## src/rtl/dev_init_pkg.sv

```systemverilog
// Shared types and default widths for the dev_initiator bus-master front end.
//   op_e    : command opcodes carried on cmd_op / rsp_op
//   state_e : initiator sequencing states
package dev_init_pkg;

  localparam int unsigned DEF_ADDRESS_W = 2;
  localparam int unsigned DEF_DATA_W    = 8;
  localparam int unsigned OP_W          = 2;

  typedef enum logic [1:0] {
    OP_WR      = 2'b00,
    OP_RD      = 2'b01,
    OP_WR_DUAL = 2'b10,
    OP_RD_DUAL = 2'b11
  } op_e;

  typedef enum logic [2:0] {
    ST_IDLE  = 3'd0,
    ST_BEAT0 = 3'd1,
    ST_BEAT1 = 3'd2,
    ST_CAP   = 3'd3,
    ST_RSP   = 3'd4
  } state_e;

endpackage

```

## src/rtl/dev_initiator.sv

```systemverilog
// dev_initiator: initiator side of the 4-entry memory device pin protocol.
// Accepts one command at a time, sequences the device enables (single beat or
// the mandatory two-beat dual pair), captures read data and returns exactly one
// response per command.
//
// Configuration macro: DEV_INITIATOR_DUAL_EN
//   defined   : WR_DUAL / RD_DUAL supported
//   undefined : any dual op is answered with an error response, dual enables
//               stay 0
//
// Ports:
//   i_clk, i_rst                 clock, asynchronous active-low reset
//   i_cmd_* / o_cmd_ready        command channel (valid/ready)
//   o_rsp_* / i_rsp_ready        response channel (valid/ready)
//   o_dev_* / i_dev_data_rd      device pins
module dev_initiator
  import dev_init_pkg::*;
#(
  parameter int unsigned ADDRESS_W = DEF_ADDRESS_W,
  parameter int unsigned DATA_W    = DEF_DATA_W
) (
  input  logic                 i_clk,
  input  logic                 i_rst,
  input  logic                 i_cmd_valid,
  output logic                 o_cmd_ready,
  input  logic [OP_W-1:0]      i_cmd_op,
  input  logic [ADDRESS_W-1:0] i_cmd_addr,
  input  logic [DATA_W-1:0]    i_cmd_wdata0,
  input  logic [DATA_W-1:0]    i_cmd_wdata1,
  output logic                 o_rsp_valid,
  input  logic                 i_rsp_ready,
  output logic [OP_W-1:0]      o_rsp_op,
  output logic [DATA_W-1:0]    o_rsp_rdata0,
  output logic [DATA_W-1:0]    o_rsp_rdata1,
  output logic                 o_rsp_err,
  output logic [ADDRESS_W-1:0] o_dev_address,
  output logic                 o_dev_write_en,
  output logic                 o_dev_write_dual_en,
  output logic                 o_dev_read_en,
  output logic                 o_dev_read_dual_en,
  output logic [DATA_W-1:0]    o_dev_data_wr,
  input  logic [DATA_W-1:0]    i_dev_data_rd
);

`ifdef DEV_INITIATOR_DUAL_EN
  localparam bit DUAL_EN = 1'b1;
`else
  localparam bit DUAL_EN = 1'b0;
`endif

  // A dual pair starting at the last entry would run the device past its array.
  localparam logic [ADDRESS_W-1:0] LAST_ADDR = '1;

  state_e              r_state;
  op_e                 r_op;
  logic [DATA_W-1:0]   r_wdata1;
  logic [DATA_W-1:0]   r_rdata0;
  logic                r_cmd_ready;
  logic                r_rsp_valid;
  logic [OP_W-1:0]     r_rsp_op;
  logic [DATA_W-1:0]   r_rsp_rdata0;
  logic [DATA_W-1:0]   r_rsp_rdata1;
  logic                r_rsp_err;
  logic [ADDRESS_W-1:0] r_dev_address;
  logic                r_dev_we;
  logic                r_dev_wde;
  logic                r_dev_re;
  logic                r_dev_rde;
  logic [DATA_W-1:0]   r_dev_data_wr;

  logic w_accept;
  logic w_reject;

  assign w_accept = i_cmd_valid && r_cmd_ready;
  assign w_reject = i_cmd_op[1] && (!DUAL_EN || (i_cmd_addr == LAST_ADDR));

  // Sequencer: state plus every registered output, updated together so the
  // device pins are always the decode of the state being entered.
  always_ff @(posedge i_clk or negedge i_rst) begin
    if (!i_rst) begin
      r_state       <= ST_IDLE;
      r_op          <= OP_WR;
      r_wdata1      <= '0;
      r_rdata0      <= '0;
      r_cmd_ready   <= 1'b1;
      r_rsp_valid   <= 1'b0;
      r_rsp_op      <= '0;
      r_rsp_rdata0  <= '0;
      r_rsp_rdata1  <= '0;
      r_rsp_err     <= 1'b0;
      r_dev_address <= '0;
      r_dev_we      <= 1'b0;
      r_dev_wde     <= 1'b0;
      r_dev_re      <= 1'b0;
      r_dev_rde     <= 1'b0;
      r_dev_data_wr <= '0;
    end else begin
      case (r_state)
        ST_IDLE: begin
          if (w_accept) begin
            r_op        <= op_e'(i_cmd_op);
            r_wdata1    <= i_cmd_wdata1;
            r_cmd_ready <= 1'b0;
            if (w_reject) begin
              r_state      <= ST_RSP;
              r_rsp_valid  <= 1'b1;
              r_rsp_op     <= i_cmd_op;
              r_rsp_err    <= 1'b1;
              r_rsp_rdata0 <= '0;
              r_rsp_rdata1 <= '0;
            end else begin
              r_state       <= ST_BEAT0;
              r_dev_address <= i_cmd_addr;
              r_dev_data_wr <= i_cmd_wdata0;
              r_dev_we      <= (op_e'(i_cmd_op) == OP_WR);
              r_dev_re      <= (op_e'(i_cmd_op) == OP_RD);
              r_dev_wde     <= DUAL_EN && (op_e'(i_cmd_op) == OP_WR_DUAL);
              r_dev_rde     <= DUAL_EN && (op_e'(i_cmd_op) == OP_RD_DUAL);
            end
          end
        end

        ST_BEAT0: begin
          r_dev_we <= 1'b0;
          r_dev_re <= 1'b0;
          if (DUAL_EN && r_op[1]) begin
            // Dual enable stays high and the address stays put; the device
            // applies the +1 offset on the second beat itself.
            r_state       <= ST_BEAT1;
            r_dev_data_wr <= r_wdata1;
          end else if (r_op == OP_RD) begin
            r_state <= ST_CAP;
          end else begin
            r_state      <= ST_RSP;
            r_rsp_valid  <= 1'b1;
            r_rsp_op     <= OP_W'(r_op);
            r_rsp_err    <= 1'b0;
            r_rsp_rdata0 <= '0;
            r_rsp_rdata1 <= '0;
          end
        end

        ST_BEAT1: begin
          r_dev_wde <= 1'b0;
          r_dev_rde <= 1'b0;
          if (r_op == OP_RD_DUAL) begin
            r_rdata0 <= i_dev_data_rd;
            r_state  <= ST_CAP;
          end else begin
            r_state      <= ST_RSP;
            r_rsp_valid  <= 1'b1;
            r_rsp_op     <= OP_W'(r_op);
            r_rsp_err    <= 1'b0;
            r_rsp_rdata0 <= '0;
            r_rsp_rdata1 <= '0;
          end
        end

        ST_CAP: begin
          r_state      <= ST_RSP;
          r_rsp_valid  <= 1'b1;
          r_rsp_op     <= OP_W'(r_op);
          r_rsp_err    <= 1'b0;
          r_rsp_rdata0 <= (r_op == OP_RD) ? i_dev_data_rd : r_rdata0;
          r_rsp_rdata1 <= (r_op == OP_RD_DUAL) ? i_dev_data_rd : '0;
        end

        ST_RSP: begin
          if (i_rsp_ready) begin
            r_state      <= ST_IDLE;
            r_cmd_ready  <= 1'b1;
            r_rsp_valid  <= 1'b0;
            r_rsp_op     <= '0;
            r_rsp_err    <= 1'b0;
            r_rsp_rdata0 <= '0;
            r_rsp_rdata1 <= '0;
          end
        end

        default: begin
          r_state     <= ST_IDLE;
          r_cmd_ready <= 1'b1;
          r_rsp_valid <= 1'b0;
          r_dev_we    <= 1'b0;
          r_dev_wde   <= 1'b0;
          r_dev_re    <= 1'b0;
          r_dev_rde   <= 1'b0;
        end
      endcase
    end
  end

  assign o_cmd_ready         = r_cmd_ready;
  assign o_rsp_valid         = r_rsp_valid;
  assign o_rsp_op            = r_rsp_op;
  assign o_rsp_rdata0        = r_rsp_rdata0;
  assign o_rsp_rdata1        = r_rsp_rdata1;
  assign o_rsp_err           = r_rsp_err;
  assign o_dev_address       = r_dev_address;
  assign o_dev_write_en      = r_dev_we;
  assign o_dev_read_en       = r_dev_re;
  assign o_dev_write_dual_en = r_dev_wde & DUAL_EN;
  assign o_dev_read_dual_en  = r_dev_rde & DUAL_EN;
  assign o_dev_data_wr       = r_dev_data_wr;

endmodule

```

## config.mk

```make
export PLATFORM = sky130hd
export DESIGN_NAME = dev_initiator
export DESIGN_NICKNAME = d
export VERILOG_FILES = /design/src/rtl/dev_init_pkg.sv /design/src/rtl/dev_initiator.sv
export SDC_FILE = /design/constraint.sdc
export NUM_CORES = 1
export LEC_CHECK = 0
export ABC_AREA = 1
export CELL_PAD_IN_SITES_DETAIL_PLACEMENT = 1
export CELL_PAD_IN_SITES_GLOBAL_PLACEMENT = 1
export CORE_UTILIZATION = 34
export CTS_BUF_LIST = sky130_fd_sc_hd__clkbuf_4 sky130_fd_sc_hd__clkbuf_8
export CTS_CLUSTER_DIAMETER = 40
export DETAILED_ROUTE_END_ITERATION = 8
export MAX_ROUTING_LAYER = met4
export PLACE_DENSITY_LB_ADDON = 0.05
export SLEW_MARGIN = 20
export SYNTH_ARGS = -nofsm -noshare
export SYNTH_HDL_FRONTEND = slang
export SYNTH_SLANG_ARGS = --single-unit
```

## constraint.sdc

```tcl
create_clock -name i_clk -period 1.6 [get_ports i_clk]
set_input_delay 0.4 -clock i_clk [delete_from_list [all_inputs] [get_ports i_clk]]
set_output_delay 0.4 -clock i_clk [all_outputs]
set_load 0.02 [all_outputs]
```

== Yosys cells after proc, flatten, opt, wreduce, memory -nomap -nowiden ==
Cells that the tools add are included.

* Reductions and logical operators: 14
* Bitwise operators: 3
* Multiplexer cells: 39
* Equal/unequal tests: 13

{| class="wikitable"
|+ Operator list
! operator !! number
|-
| one-hot mux 8 bit (5 select lines) || 2
|-
| two-way mux 8 bit || 7
|-
| two-way mux 3 bit || 5
|-
| one-hot mux 3 bit (5 select lines) || 1
|-
| two-way mux 1 bit || 13
|-
| inequality test 2 bit, second input constant || 6
|-
| two-way mux 2 bit || 5
|-
| one-hot mux 1 bit (5 select lines) || 2
|-
| one-hot mux 2 bit (5 select lines) || 1
|-
| AND reduction 3 bit || 3
|-
| == test 3 x 2 -> 1 bit, second input constant || 2
|-
| AND reduction 2 bit || 3
|-
| AND reduction 6 bit || 1
|-
| OR reduction 3 bit || 2
|-
| AND reduction 5 bit || 1
|-
| nonzero test 5 bit || 1
|-
| == test 2 x 1 -> 1 bit, second input constant || 2
|-
| one-hot mux 1 bit (2 select lines) || 2
|-
| == test 3 x 1 -> 1 bit, second input constant || 1
|-
| == test 3 bit, second input constant || 1
|-
| logical NOT 3 bit || 1
|-
| inverter 1 bit || 3
|-
| one-hot mux 1 bit (3 select lines) || 1
|-
| == test 2 bit, second input constant || 1
|-
| other kinds (2) || 2
|}

* Input port bits: 32
* Flip-flop bits (word level): 46
* Output and inout port bits: 35
* Word-level logic and storage cells: 82

== Longest topological paths before layout ==
* Depth after elaboration: 4
* Gate-level depth with buffers: 9
* Depth with buffers taken out: 8

== Worst setup path before layout ==
No wires, ideal clock.

* Kind: register to register
* From: register r_cmd_ready (netlist: o_cmd_ready)
* To: register r_rsp_rdata0[0] (netlist: o_rsp_rdata0[0])
* Arrival: 1.336 ns
* Slack: 0.143 ns
* Library setup time: 0.121 ns
* Cell stages (with the launch flop): 9
* Required time: 1.479 ns
* Cells stage by stage: dfstp_2 -> nand2_1 -> nand3_1 -> nand2_1 -> inv_2 -> nand3_4 -> buf_6 -> nand2_1 -> nand2_1

* Cells in the longest elaborated chain, start to end: 3

{| class="wikitable"
|+ RTL lines
! item !! line !! source
|-
| start: declaration || dev_initiator.sv:58 || <nowiki>logic r_cmd_ready;</nowiki>
|-
| start signal: assignment || dev_initiator.sv:85 || <nowiki>r_cmd_ready <= 1'b1;</nowiki>
|-
| start signal: assignment || dev_initiator.sv:103 || <nowiki>r_cmd_ready <= 1'b0;</nowiki>
|-
| start signal: assignment || dev_initiator.sv:171 || <nowiki>r_cmd_ready <= 1'b1;</nowiki>
|-
| logical AND 1 bit || dev_initiator.sv:74 || <nowiki>assign w_accept = i_cmd_valid && r_cmd_ready;</nowiki>
|-
| inequality test 2 bit (no source line) || - ||
|-
| AND reduction 6 bit (no source line) || - ||
|-
| end signal: assignment || dev_initiator.sv:164 || <nowiki>r_rsp_rdata0 <= (r_op == OP_RD) ? i_dev_data_rd : r_rdata0;</nowiki>
|-
| end: declaration || dev_initiator.sv:61 || <nowiki>logic [DATA_W-1:0] r_rsp_rdata0;</nowiki>
|}

No other way between the ends.
A chain may end at the register's enable or synchronous reset.

== Worst setup path in the final report ==
* From: register r_cmd_ready (netlist: o_cmd_ready)
* To: output port o_cmd_ready

{| class="wikitable"
|+ RTL lines
! item !! line !! source
|-
| end: declaration || dev_initiator.sv:25 || <nowiki>output logic o_cmd_ready,</nowiki>
|}

No word-level cell between the ends.

==> metrics.yaml <==
route:
  ant_nets: 0
  drt_iter0_drc: 64
  via_per_inst: 4.59
  vias: 1802
  drc_errors: 0
  first_pass_iters: 4
  post_drt_wl_per_cell_um: 13.3
  totalWireLength_mm: 5.24
synthesis:
  ys_warn_count: 0
  yosys-top-cells-area: "dfrtp_1 (55%), nand2_1 (22%), inv_1 (3.7%), o21ai_0 (3.2%), o211ai_1 (2.9%)"
  yosysSeqAreaShare_pct: 56.4
  syn_area_mm2: 0.00204
  synth_cell_type_count: 21
  syn_area_per_cell_um2: 8.23
  syn_inst: 248
  synth-seq-cells: 46
  synth.top_cell.area_share_pct: 55.1
  synth.largest_area_cell: "dfrtp_1"
timing:
  fmax_ghz: 0.646
  period_share_pct: 96.7
  fin_ws_ns: 0.0531
  grt_setup_unrepaired: "no"
  min_period_ns: 1.55
  hold_viol_final: 0
  finalMaxSlewViolations: 0
  setup-violations-final: 0
  hold_ws_ns: 0.0665
  final.setup.tns_ns: 0
  finClkSkew_ns: 0.00768
critical_path:
  critPathKind: "reg -> out"
  critical-path-top-delay-family: "flip-flops"
  cp_data_required_time_ns: 1.20
  cp_max_fo: 3
  critPathSlowestCell: "dfstp_2"
  path_buf_inv: 1
  start_kind: "flip-flop"
  max_stage_delay_ns: 0.56
  end_kind: "output pin"
  crit_arrival_ns: 1.15
  crit_chain: "clkdlybuf4s15_1"
clock_tree:
  clk_latency_ns: 0.30
  clockBufferDepth: 2
  numCtsBuffers: 5
  cts_tree: "built"
  cts-htree-levels: 2
  hold_buffers: 0
  cts-root-buf: "clkbuf_8"
  clk_pin_slew_ns: 0.09
  clkSinkCount: 46
floorplanning:
  ios: 67
  dieHeight_um: 79.5
  dieArea_mm2: 0.00632
  num_rows: 27
  initial_utilization_pct: 36.2
  coreArea_mm2: 0.00564
  die_w_um: 79.5
global_route:
  grt_pass1_vias: 1841
  grt_max_degree: 28
  grt_pass1_wl_mm: 8.62
  grt_antenna_before_repair: 0
  overflow: 0
  grt_usage_pct: 18.2
placement:
  gp_congestion: 0.792
  port_buffers: 56
  dp_worst_setup_slack_ns: -0.215
  placed_area_mm2: 0.00276
  hpwl_mm: 3.73
power_and_ir_drop:
  ir_drop_v: 0.000997
  p_switching_uw: 1960
  power.total_uw: 4630
  p_per_area_mw_per_mm2: 1630
  clock_power_share_pct: 17.2
  leakagePower_uw: 0.00162
  intPower_uw: 2680
  switching_share_pct: 42.3
  seq_power_share_pct: 36.8
  combPwrFrac_pct: 46.0
cells_and_area:
  drive_gt1_share_pct: 10.9
  stdcell_area_mm2: 0.00284
  nets: 352
  layout_common_cells: "nand2_1 (120), dfrtp_1 (45), dlygate4sd2_1 (32), clkdlybuf4s50_1 (22), inv_1 (19)"
  diodes: 0
  final_common_cell: "nand2_1"
  area_growth_syn_to_layout_pct: 39.2
flow_run:
  max_cap_viol_count: 0
hold_path:
  hp-class: "in -> async"
run_status:
  status: "finished clean"
[cells in the mapped netlist (all sizes together)]
master / n
o21ai: 13
nand3: 13
nand2: 120
nor2: 11
conb: 1
nand4: 1
clkbuf: 1
buf: 5
dfrtp: 45
clkinv: 1
o211ai: 8
nand3b: 1
dfstp: 1
inv: 25
a21oi: 2
[logic make-up after synthesis]
kind of cell | synth area share, %
and+or+nand+nor | 29.9
AOI/OAI and AO/OA | 6.62
buffers and inverters | 6.86
other | 0.184
DFF | 56.4
[layout make-up]
class,instances,area (um2)
sequential,46,1150
timing repair buffer,69,626
clock inverter,1,8.76
multi-input combinational,172,771
inverter,26,97.6
fill,685,2800
tap,72,90.1
clock buffer,7,96.3
[stage by stage]
step	utilization (%)	instances
floorplan	-	249
global placement	48.9	384
detailed placement	48.9	384
CTS	50.0	392
global route	50.4	393
finish	50.4	393
[timing repair]
action / in CTS / in global routing
gates resized for setup: 33 / 3
endpoints found under the setup margin: 33 / 20
setup buffers: 0 / 0
cloned: 0 / 1
pin swaps: 0 / 1
[routing by layer]
layer / vias up / global-route usage [%] / wire, um
met3: 5 / 3.89 / 243
met1: 848 / 23.4 / 2490
met2: 39 / 29.0 / 2460
met4: 0 / 4.91 / 45
li1: 910 / - / -
met5: - / - / 0
[sequential cells by signal (all words and copies together), names as in the netlist]
name / cells
o_dev_data_wr: 8
o_rsp_rdata0: 8
o_rsp_rdata1: 8
r_rdata0: 8
r_state: 3
o_dev_address: 2
o_rsp_op: 2
r_op: 2
o_cmd_ready: 1
o_dev_read_en: 1
o_dev_write_en: 1
o_rsp_err: 1
o_rsp_valid: 1
[power groups by stage]
stage	clock network (uW)	logic, uW	registers (uW)
2_1_floorplan	0	1070	1950
3_3_place_gp	0	2160	1720
3_5_place_dp	0	2210	1740
4_1_cts	826	2080	1710
5_1_grt	867	2390	1750
6_report	797	2130	1700
[worst paths after layout]
check                         startpoint               to  slack, ns  depth (start not counted)
max                          o_cmd_ready      o_cmd_ready       0.05                          1
min                                i_rst  o_rsp_rdata1[5]       0.07                          2
max reg2reg                   r_state[0]  o_rsp_rdata0[2]       0.15                          8
min reg2reg                o_dev_read_en    o_dev_read_en       0.47                          2
max in group asynchronous          i_rst   o_dev_write_en       1.22                          2
min in group i_clk         o_dev_read_en    o_dev_read_en       0.47                          2
Power figures use the tool's default switching activity.
